===== config.mk =====
export PLATFORM = sky130hd
export DESIGN_NAME = mod_counter
export DESIGN_NICKNAME = d
export VERILOG_FILES = /design/src/rtl/mod_counter.sv
export SDC_FILE = /design/constraint.sdc
export NUM_CORES = 1
export LEC_CHECK = 0
export ABC_AREA = 1
export CORE_MARGIN = 3
export CORE_UTILIZATION = 37
export CTS_CLUSTER_DIAMETER = 40
export DETAILED_ROUTE_END_ITERATION = 16
export MAX_ROUTING_LAYER = met4
export PLACE_DENSITY = 0.82
export RECOVER_POWER = 25
export SLEW_MARGIN = 0
export SYNTH_ARGS = -nofsm -noshare
export SYNTH_HDL_FRONTEND = slang
export SYNTH_SLANG_ARGS = --single-unit

===== constraint.sdc =====
create_clock -name clk -period 1.12 [get_ports clk]
set_input_delay 0.224 -clock clk [delete_from_list [all_inputs] [get_ports clk]]
set_output_delay 0.224 -clock clk [all_outputs]
set_load 0.005 [all_outputs]

===== src/rtl/mod_counter.sv =====
// rtl/mod_counter.sv - modulo-N counter with load, cascade carry and wrap pulse; MOD_COUNTER_DOWN_EN adds dir (up/down)
module mod_counter #(
  parameter int              WIDTH   = 8,
  parameter longint unsigned MODULUS = 256
) (
  input  logic             clk,
  input  logic             rst,
  input  logic             enable,
`ifdef MOD_COUNTER_DOWN_EN
  input  logic             dir,
`endif
  input  logic             load,
  input  logic [WIDTH-1:0] load_val,
  output logic [WIDTH-1:0] count,
  output logic             carry,
  output logic             wrap,
  output logic             load_err
);

  localparam longint unsigned FULL_RANGE = 64'd1 << WIDTH;
  // A full 2^WIDTH modulus wraps through natural overflow of the extra bit
  localparam bit              POW2       = (MODULUS == FULL_RANGE);
  localparam logic [WIDTH-1:0] LAST      = WIDTH'(MODULUS - 64'd1);
  localparam logic [WIDTH:0]   MOD_EXT   = (WIDTH+1)'(MODULUS);
  localparam logic [WIDTH:0]   ONE_EXT   = {{WIDTH{1'b0}}, 1'b1};

  if (WIDTH < 1 || WIDTH > 32) begin : g_bad_width
    $error("mod_counter: WIDTH must be in 1..32");
  end
  if (MODULUS < 64'd2 || MODULUS > FULL_RANGE) begin : g_bad_modulus
    $error("mod_counter: MODULUS must be in 2..2^WIDTH");
  end

  typedef enum logic {HOLD = 1'b0, COUNTING = 1'b1} mode_t;

  mode_t            mode;
  logic             up;
  logic [WIDTH:0]   inc;
  logic [WIDTH:0]   dec;
  logic             up_wrap;
  logic             down_wrap;
  logic [WIDTH-1:0] step_val;
  logic             step_wrap;
  logic             terminal;
  logic             load_ok;

  // Per-cycle mode, next count on a step, terminal detect and cascade carry
  always_comb begin
    mode      = HOLD;
    up        = 1'b1;
    inc       = '0;
    dec       = '0;
    up_wrap   = 1'b0;
    down_wrap = 1'b0;
    step_val  = count;
    step_wrap = 1'b0;
    terminal  = 1'b0;
    load_ok   = 1'b0;
    carry     = 1'b0;

    if (enable) mode = COUNTING;
`ifdef MOD_COUNTER_DOWN_EN
    up = dir;
`endif
    inc       = {1'b0, count} + ONE_EXT;
    dec       = {1'b0, count} - ONE_EXT;
    up_wrap   = POW2 ? inc[WIDTH] : (count == LAST);
    down_wrap = dec[WIDTH];

    if (up) begin
      step_val  = up_wrap ? '0 : inc[WIDTH-1:0];
      step_wrap = up_wrap;
      terminal  = (count == LAST);
    end else begin
      step_val  = down_wrap ? LAST : dec[WIDTH-1:0];
      step_wrap = down_wrap;
      terminal  = (count == '0);
    end

    load_ok = ({1'b0, load_val} < MOD_EXT);
    carry   = (mode == COUNTING) && terminal && !rst && !load;
  end

  // Count register and one-cycle wrap / load_err pulses; rst > load > enable > hold
  always_ff @(posedge clk) begin
    if (rst) begin
      count    <= '0;
      wrap     <= 1'b0;
      load_err <= 1'b0;
    end else if (load) begin
      count    <= load_ok ? load_val : LAST;
      wrap     <= 1'b0;
      load_err <= !load_ok;
    end else if (mode == COUNTING) begin
      count    <= step_val;
      wrap     <= step_wrap;
      load_err <= 1'b0;
    end else begin
      wrap     <= 1'b0;
      load_err <= 1'b0;
    end
  end

endmodule


==> qor.txt, run 1 <==
run status - finished with violations
failing checks - setup timing
I/O pins - 23
synthesized area - 573 sq um
CTS root buf - clkbuf_4
Starting Density - 41.4%
Pint - 610 uW
TritonCTS Buffers - 3
initial antenna violation count - 0
Highest Clock Rate - 0.700 GHz
Critical Path RT - 0.90 ns
setup ws final - -0.309 ns
Skew-Pair Late Insertion Delay - 0.27 ns
Tcrit/Tclk final - 128%
CTS Buffer Depth - 2
Hold Violations, Final - 0
H-tree depth - 1
vias in the first global route - 702
Slew Limit Fails - 0
critical path endpoint category - output pin
via/cell ratio - 5.08
via count - 701
NumNets Final - 137
Port Buffers - 21
Pre-antenna DRT Iters - 4
Remaining Overflow, GRT - 0
hpwl dp - 1240 microns
unrepaired setup endpoints after global routing - true
GRT Total Usage - 21.6%
Worst Path Max Fanout - 2
final setup fails - 7
Setup Skew - 0.00592 ns
Seq cells post-synth - 9
startpoint class of the critical path - register
Worst-path clk slew - 0.07 ns
Syn Nets - 95
CTS tree - done
CP Data Arrival Time - 1.21 ns
Worst VDD drop - 0.549 mV
Clock power frac - 31.9%
final WL - 1860 microns
Placement Setup Slack - -0.549 ns
post-route ant nets - 0
DP Cell Count - 130
post-synthesis sequential area ratio - 31.4%
WL per Instance - 13.5 microns
Post-synth EDFFs - 0
Power Dens Cells - 878 nW/um^2
leakage power - 0.000448 uW
Finished Layout Cells - 138
syn_area_per_cell - 6.99 sq um
maxcap violations - 0
Synth Flop Type - dfxtp_1
DIE HEIGHT - 45.4 microns
post-synthesis cell count - 82
async set or reset register ratio after synthesis - 0%
distinct cell type count after synthesis - 28
Combinational Power Share - 27.2%
CTS Sinks - 9
ANT cells - 0
Crit Path Class - reg2out
Final GP Congestion - 0.820
first-pass GRT wire length - 3040 microns
P&R area growth vs syn - 73.1%
share of cells above drive strength 1 - 50.4%
largest net degree at the start of global routing - 10
Final min period - 1.43 ns
# DRC - 0
part of the power in registers - 40.9%
hold_ws - 0.488 ns
Net Sw Power - 261 uW
die area - 2060 sq um
Die W - 45.4 microns
Core ar. - 1380 sq um
Worst Hold Class - in2reg
Synthesis Warnings - 0
drt first-iter violations - 13
num rows - 13
sw frac - 30.0%
## cell usage in the layout (no fill, tap or decap), types with 2 or more instances in the layout
cell	Yosys	routed
nand2_1	20	18
buf_4	1	15
clkdlybuf4s50_1	0	9
dfxtp_2	0	8
buf_2	0	7
nor2_1	9	6
buf_6	1	6
inv_1	5	5
nand2_2	4	4
nor2_2	3	4
nor2_4	1	3
nand3_1	4	3
a22oi_1	3	3
clkbuf_4	0	3
dlygate4sd2_1	0	3
inv_2	2	2
nand2_4	0	2
a31oi_1	2	2
a21oi_2	2	2
nand3_2	1	2
a22o_1	2	2
## path summary, 6_finish.rpt
kind	to	slack (ns)	cells past startpoint	start
max	carry	-0.31	6	count[1]
min	wrap	0.49	4	enable
max reg2reg	count[6]	-0.17	9	count[1]
min reg2reg	count[4]	0.66	3	count[4]
## synthesized netlist by cell type (all sizes together), types with 2 or more instances
library cell / number / share of area, %
nand3: 5 / 5.2
a22o: 2 / 3.1
buf: 2 / 3.3
dfxtp: 9 / 31
a31oi: 2 / 2.2
nand2: 24 / 17
a22oi: 3 / 3.9
nor3: 2 / 1.7
a21oi: 3 / 3.9
nor2: 13 / 11
inv: 7 / 4.6
## cells by family (layout without fill, tap and decap cells)
group,after synthesis,in the layout,synth area share [%]
and+or+nand+nor,46,46,38.0
xor gates and xnor gates,1,1,1.53
other,1,1,0.654
adders and majority gates,1,1,2.18
AOI/OAI and AO/OA,13,13,16.8
buffers and inverters,11,52,9.39
DFF,9,9,31.4
## final cells by class
type / instances / area, sq um
Fill cell: 123 / 390
Sequential cell: 9 / 190
Timing Repair Buffer: 40 / 332
Multi-Input combinational cell: 62 / 394
Inverter: 8 / 31.3
Tap cell: 15 / 18.8
Clock buffer: 4 / 26.3
## power by group through the flow
stage                     clock (uW)  combinational (uW)  sequential [uW]
after CTS                        272                 246              355
after detailed placement           0                 221              356
after floorplan                    0                80.9              369
after global routing             287                 257              358
after global placement             0                 215              355
final                            278                 237              356
## registers in the layout, indices dropped and copies added (netlist names)
| register | count |
|---|---|
| wrap | 1 |
| count | 8 |
## worst max-delay path, cell delays in order (launching register included)
cell	delay, ns
dfxtp_2	0.36
ha_4	0.15
nand2_4	0.06
nor2_4	0.09
nand2_2	0.07
nor3_2	0.08
buf_2	0.12
## timing repair
item / in CTS / in global routing
pin swaps: 6 / 7
hold buffers: 0 / 0
resized for setup: 62 / 4
buffers inserted: 7 / 3
endpoints found under the setup margin: 18 / 12
## per-stage QoR
| step | utilization (%) | total power [uW] | setup TNS [ns] | area [sq um] |
|---|---|---|---|---|
| global placement | 65.2 | 569 | -3.27 | 902 |
| CTS | 73.1 | 873 | -0.844 | 1010 |
| detailed placement | 65.2 | 577 | -3.63 | 902 |
| finish | 71.8 | 871 | -0.994 | 992 |
| floorplan | - | 450 | -0.0308 | 583 |
| global route | 71.8 | 902 | -1.38 | 992 |
## layer usage
metal	share of wire, %	vias to the layer above	routed length, microns	GRT usage (%)
met5	0	-	0	-
met4	3.2	0	60	10.5
met3	4.9	9	92	4.38
met2	51	25	942	37.3
met1	41	320	767	23.2
li1	-	347	-	-
(Power assumes the default switching activity.)
==> run 2: changes to the inputs <==
--- a/config.mk
+++ b/config.mk
@@ -17,3 +17,4 @@
 export SYNTH_ARGS = -nofsm -noshare
 export SYNTH_HDL_FRONTEND = slang
 export SYNTH_SLANG_ARGS = --single-unit
+export TNS_END_PERCENT = 20
==> qor.txt, run 2 (synthesized netlist as in run 1, its figures left out) <==
run status - finished with violations
failing checks - setup timing
drt first-iter violations - 16 (+3)
via count - 706 (+0.71%)
Worst Hold Class - in2reg
I/O pins - 23 (unchanged)
startpoint class of the critical path - register
Starting Density - 41.4% (unchanged)
via/cell ratio - 5.15 (+1.4%)
post-route ant nets - 0 (unchanged)
die area - 2060 sq um (unchanged)
share of cells above drive strength 1 - 47.5% (-2.9 points)
DP Cell Count - 130 (unchanged)
GRT Total Usage - 21.0% (-0.59 points)
crit-path cells - ha_4, nand2_4, nor2_4, nand2_2, nor3_2, buf_2
unrepaired setup endpoints after global routing - true
DIE HEIGHT - 45.4 microns (unchanged)
Skew-Pair Late Insertion Delay - 0.28 ns (about the same)
Worst VDD drop - 0.591 mV (+7.5%)
final setup fails - 8 (+1)
CTS tree - done
final WL - 1850 microns (-0.54%)
Worst Path Max Fanout - 2 (unchanged)
critical path's slowest cell - dfxtp_2
Port Buffers - 21 (unchanged)
setup ws final - -0.303 ns (+0.00567 ns)
ANT cells - 0 (unchanged)
initial antenna violation count - 0 (unchanged)
num rows - 13 (unchanged)
leakage power - 0.000439 uW (-2.1%)
# DRC - 0 (unchanged)
NumNets Final - 136 (-0.73%)
CP Data Arrival Time - 1.20 ns (about the same)
Crit Path Class - reg2out
Placed Area - 902 sq um (unchanged)
critical path endpoint category - output pin
Worst-path clk slew - 0.08 ns (about the same)
H-tree depth - 1 (unchanged)
Finished Cell Area - 963 sq um (-2.9%)
Highest Clock Rate - 0.703 GHz (+0.40%)
hpwl dp - 1240 microns (unchanged)
max layer used - met4
Power Dens Cells - 893 nW/um^2 (+1.8%)
first-pass GRT wire length - 2950 microns (-2.9%)
Met1 Wirelength - 738 microns (-3.8%)
Top Registers - count: 8 flops, wrap: 1 flops
CTS Sinks - 9 (unchanged)
Setup Skew - 0.0111 ns (+0.00522 ns)
P&R area growth vs syn - 68.1%
Die W - 45.4 microns (unchanged)
Most flops, register - count
Final Power - 861 uW (-1.2%)
Slew Limit Fails - 0 (unchanged)
fin util - 69.7% (-2.1 points)
CTS Buffer Depth - 2 (unchanged)
TritonCTS Buffers - 3 (unchanged)
WL per Instance - 13.5 microns (+0.19%)
slowest stage delay, CP - 0.36 ns (about the same)
Final GP Congestion - 0.820 (unchanged)
Finished Layout Cells - 137 (-0.72%)
Final min period - 1.42 ns (-0.00567 ns)
met3 routed WL - 99 microns (+7.6%)
hold_ws - 0.488 ns (-0.0000820 ns)
Critical Path RT - 0.90 ns (about the same)
largest net degree at the start of global routing - 10 (unchanged)
DR WL met2 - 948 microns (+0.64%)
Pre-antenna DRT Iters - 4 (unchanged)
Core ar. - 1380 sq um (unchanged)
Tcrit/Tclk final - 127% (-0.51 points)
commonest non-fill, non-tap cells in the layout - nand2_1 (18), buf_4 (15), clkdlybuf4s50_1 (9), nor2_1 (8), dfxtp_2 (8)
vias in the first global route - 683 (-2.7%)
Remaining Overflow, GRT - 0 (unchanged)
Hold Violations, Final - 0 (unchanged)
max reg flops - 8 (unchanged)
maxcap violations - 0 (unchanged)
most common cell after layout, fill and taps aside - nand2_1
CTS root buf - clkbuf_4
run 2: final timing paths:
kind / depth (start not counted) / end / slack, ns / from
worst max-delay path: 6 / carry / -0.30 / count[1]
worst min register to register: 3 / count[4] / 0.65 / count[4]
worst min-delay path: 4 / wrap / 0.49 / enable
worst max register to register: 8 / count[6] / -0.14 / count[1]
run 2: where the power goes:
part | leakage, uW | switching, uW | internal (uW)
clock | 0.0000150 | 138 | 138
sequential | 0.0000769 | 13.2 | 341
combinational | 0.000347 | 106 | 124
run 2: final cells by class:
cell class,count,area (sq um)
fill,120,419
multi-input combinational,62,389
timing repair buffer,39,308
sequential,9,190
inverter,8,31.3
clock buffer,4,26.3
tap,15,18.8
run 2: critical path: cells and delay by family (launching register included):
| family | cells | cell delay, ns |
|---|---|---|
| adder cells (fa/ha/maj) | 1 | 0.15 |
| buffers and inverters | 1 | 0.12 |
| flip-flops | 1 | 0.36 |
| AND/OR/NAND/NOR | 4 | 0.30 |
run 2: timing repair:
item,4_1_cts,5_1_grt
hold endpoints to repair,0,0
pin swaps,3,3
resized for setup,47,7
hold buffers,0,0
setup buffers,3,1
setup endpoints to repair,18,13
run 2: stage by stage:
stage,setup slack (ns),TNS [ns]
final,-0.303,-1.01
after global routing,-0.359,-1.46
after CTS,-0.302,-0.876
after detailed placement,-0.549,-3.63
after global placement,-0.551,-3.27
after floorplan,-0.0148,-0.0308
run 2: routing by layer:
metal  vias to the layer above  GRT usage [%]
met5                         -              -
li1                        344              -
met1                       324           22.0
met3                         9           4.38
met4                         0           9.36
met2                        29           37.3
==> run 3: changes to the inputs <==
--- a/config.mk
+++ b/config.mk
@@ -7,11 +7,11 @@
 export LEC_CHECK = 0
 export ABC_AREA = 1
 export CORE_MARGIN = 3
-export CORE_UTILIZATION = 37
+export CORE_UTILIZATION = 35
 export CTS_CLUSTER_DIAMETER = 40
 export DETAILED_ROUTE_END_ITERATION = 16
 export MAX_ROUTING_LAYER = met4
-export PLACE_DENSITY = 0.82
+export PLACE_DENSITY = 0.79
 export RECOVER_POWER = 25
 export SLEW_MARGIN = 0
 export SYNTH_ARGS = -nofsm -noshare
==> qor.txt, run 3 (synthesized netlist as in run 1, its figures left out) <==
Worst Hold Class - in2reg
Starting Density - 40.5% (-0.95 points)
setup ws final - -0.308 ns (-0.00470 ns)
most common cell after layout, fill and taps aside - nand2_1
NumNets Final - 134 (-1.5%)
Slew Limit Fails - 0 (unchanged)
maxcap violations - 0 (unchanged)
Skew-Pair Late Insertion Delay - 0.26 ns (-0.02 ns)
unrepaired setup endpoints after global routing - true
CTS root buf - clkbuf_4
# DRC - 0 (unchanged)
Highest Clock Rate - 0.700 GHz (-0.33%)
failing checks - setup timing
CTS Buffer Depth - 2 (unchanged)
GRT Total Usage - 19.6% (-1.4 points)
final setup fails - 9 (+1)
TritonCTS Buffers - 3 (unchanged)
Pre-antenna DRT Iters - 3 (-1)
Worst VDD drop - 0.608 mV (+2.9%)
slowest stage delay, CP - 0.35 ns (about the same)
Power Dens Cells - 861 nW/um^2 (-3.6%)
Tcrit/Tclk final - 128% (+0.42 points)
post-route ant nets - 0 (unchanged)
H-tree depth - 1 (unchanged)
Worst-path clk slew - 0.06 ns (-0.02 ns)
final WL - 1700 microns (-8.5%)
WL per Instance - 12.6 microns (-7.1%)
Remaining Overflow, GRT - 0 (unchanged)
via/cell ratio - 5.01 (-2.8%)
first-pass GRT wire length - 2970 microns (+0.68%)
Final GP Congestion - 0.807 (-1.6%)
Final min period - 1.43 ns (+0.00470 ns)
num rows - 13 (unchanged)
hpwl dp - 1260 microns (+1.4%)
Placed Area - 902 sq um (unchanged)
leakage power - 0.000433 uW (-1.2%)
critical path endpoint category - output pin
die area - 2160 sq um (+5.0%)
crit-path cells - ha_4, nand2_4, nor2_4, nand2_2, nor3_2, buf_2
commonest non-fill, non-tap cells in the layout - nand2_1 (18), buf_4 (12), nor2_1 (9), clkdlybuf4s50_1 (9), dfxtp_2 (6)
share of cells above drive strength 1 - 43.3% (-4.2 points)
ANT cells - 0 (unchanged)
Final TNS setup - -1.32 ns (-0.303 ns)
DIE HEIGHT - 46.5 microns (+2.4%)
vias in the first global route - 686 (+0.44%)
max reg flops - 8 (unchanged)
P&R area growth vs syn - 65.9%
Top Registers - count: 8 flops, wrap: 1 flops
run status - finished with violations
Placement Setup Slack - -0.547 ns (+0.00120 ns)
Core ar. - 1420 sq um (+2.4%)
critical path's slowest cell - dfxtp_2
startpoint class of the critical path - register
via count - 676 (-4.2%)
Port Buffers - 21 (unchanged)
CTS tree - done
CP Data Arrival Time - 1.20 ns (about the same)
Critical Path RT - 0.90 ns (about the same)
Hold Violations, Final - 0 (unchanged)
Setup Skew - 0.00353 ns (-0.00761 ns)
cts hold-fix bufs - 0 (unchanged)
Crit Path Class - reg2out
drt first-iter violations - 9 (-7)
I/O pins - 23 (unchanged)
initial antenna violation count - 0 (unchanged)
Most flops, register - count
Die W - 46.5 microns (+2.4%)
CTS Sinks - 9 (unchanged)
Worst Path Max Fanout - 2 (unchanged)
Finished Cell Area - 951 sq um (-1.3%)
largest net degree at the start of global routing - 10 (unchanged)
run 3: path summary, 6_finish.rpt:
| path | from | end | slack (ns) | cells past startpoint |
|---|---|---|---|---|
| min | load | wrap | 0.50 | 5 |
| max reg2reg | count[0] | count[3] | -0.23 | 10 |
| min reg2reg | count[4] | count[4] | 0.64 | 3 |
| max | count[0] | carry | -0.31 | 6 |
run 3: critical path, delay by kind of cell, from the launching register on:
kind / cells / cell delay (ns)
and+or+nand+nor: 4 / 0.31
buffers and inverters: 1 / 0.13
DFF: 1 / 0.35
adders and majority gates: 1 / 0.15
run 3: timing repair:
item	4_1_cts	5_1_grt
pin swaps	2	1
setup endpoints to repair	19	13
buffers inserted	0	1
resized for setup	40	6
run 3: cell type report:
cell class	instances	area [sq um]
Multi-Input combinational cell	62	387
Inverter	8	31.3
Fill cell	127	464
Clock buffer	4	26.3
Sequential cell	9	188
Tap cell	15	18.8
Timing Repair Buffer	37	300
run 3: power by group:
part           switching (uW)  internal (uW)  leakage, uW  total, uW
combinational            96.7            116     0.000342        213
clock                     114            137    0.0000150        251
sequential               13.5            341    0.0000762        354
run 3: layer usage:
layer  global-route usage [%]  up-vias  wire (microns)
met5                        -        -               0
met4                     6.25        0              25
met3                     5.47        4             103
met2                     34.1       19             901
met1                     21.2      312             665
li1                         -      341               -
run 3: metrics by stage:
stage               hold WS, ns  power, uW  instances  utilization [%]
finish                    0.498        818        135             67.2
global route              0.528        868        135             67.2
CTS                       0.513        824        134             67.2
detailed placement        0.625        576        130             63.7
global placement          0.618        570        130             63.7
floorplan                 0.393        450         82                -
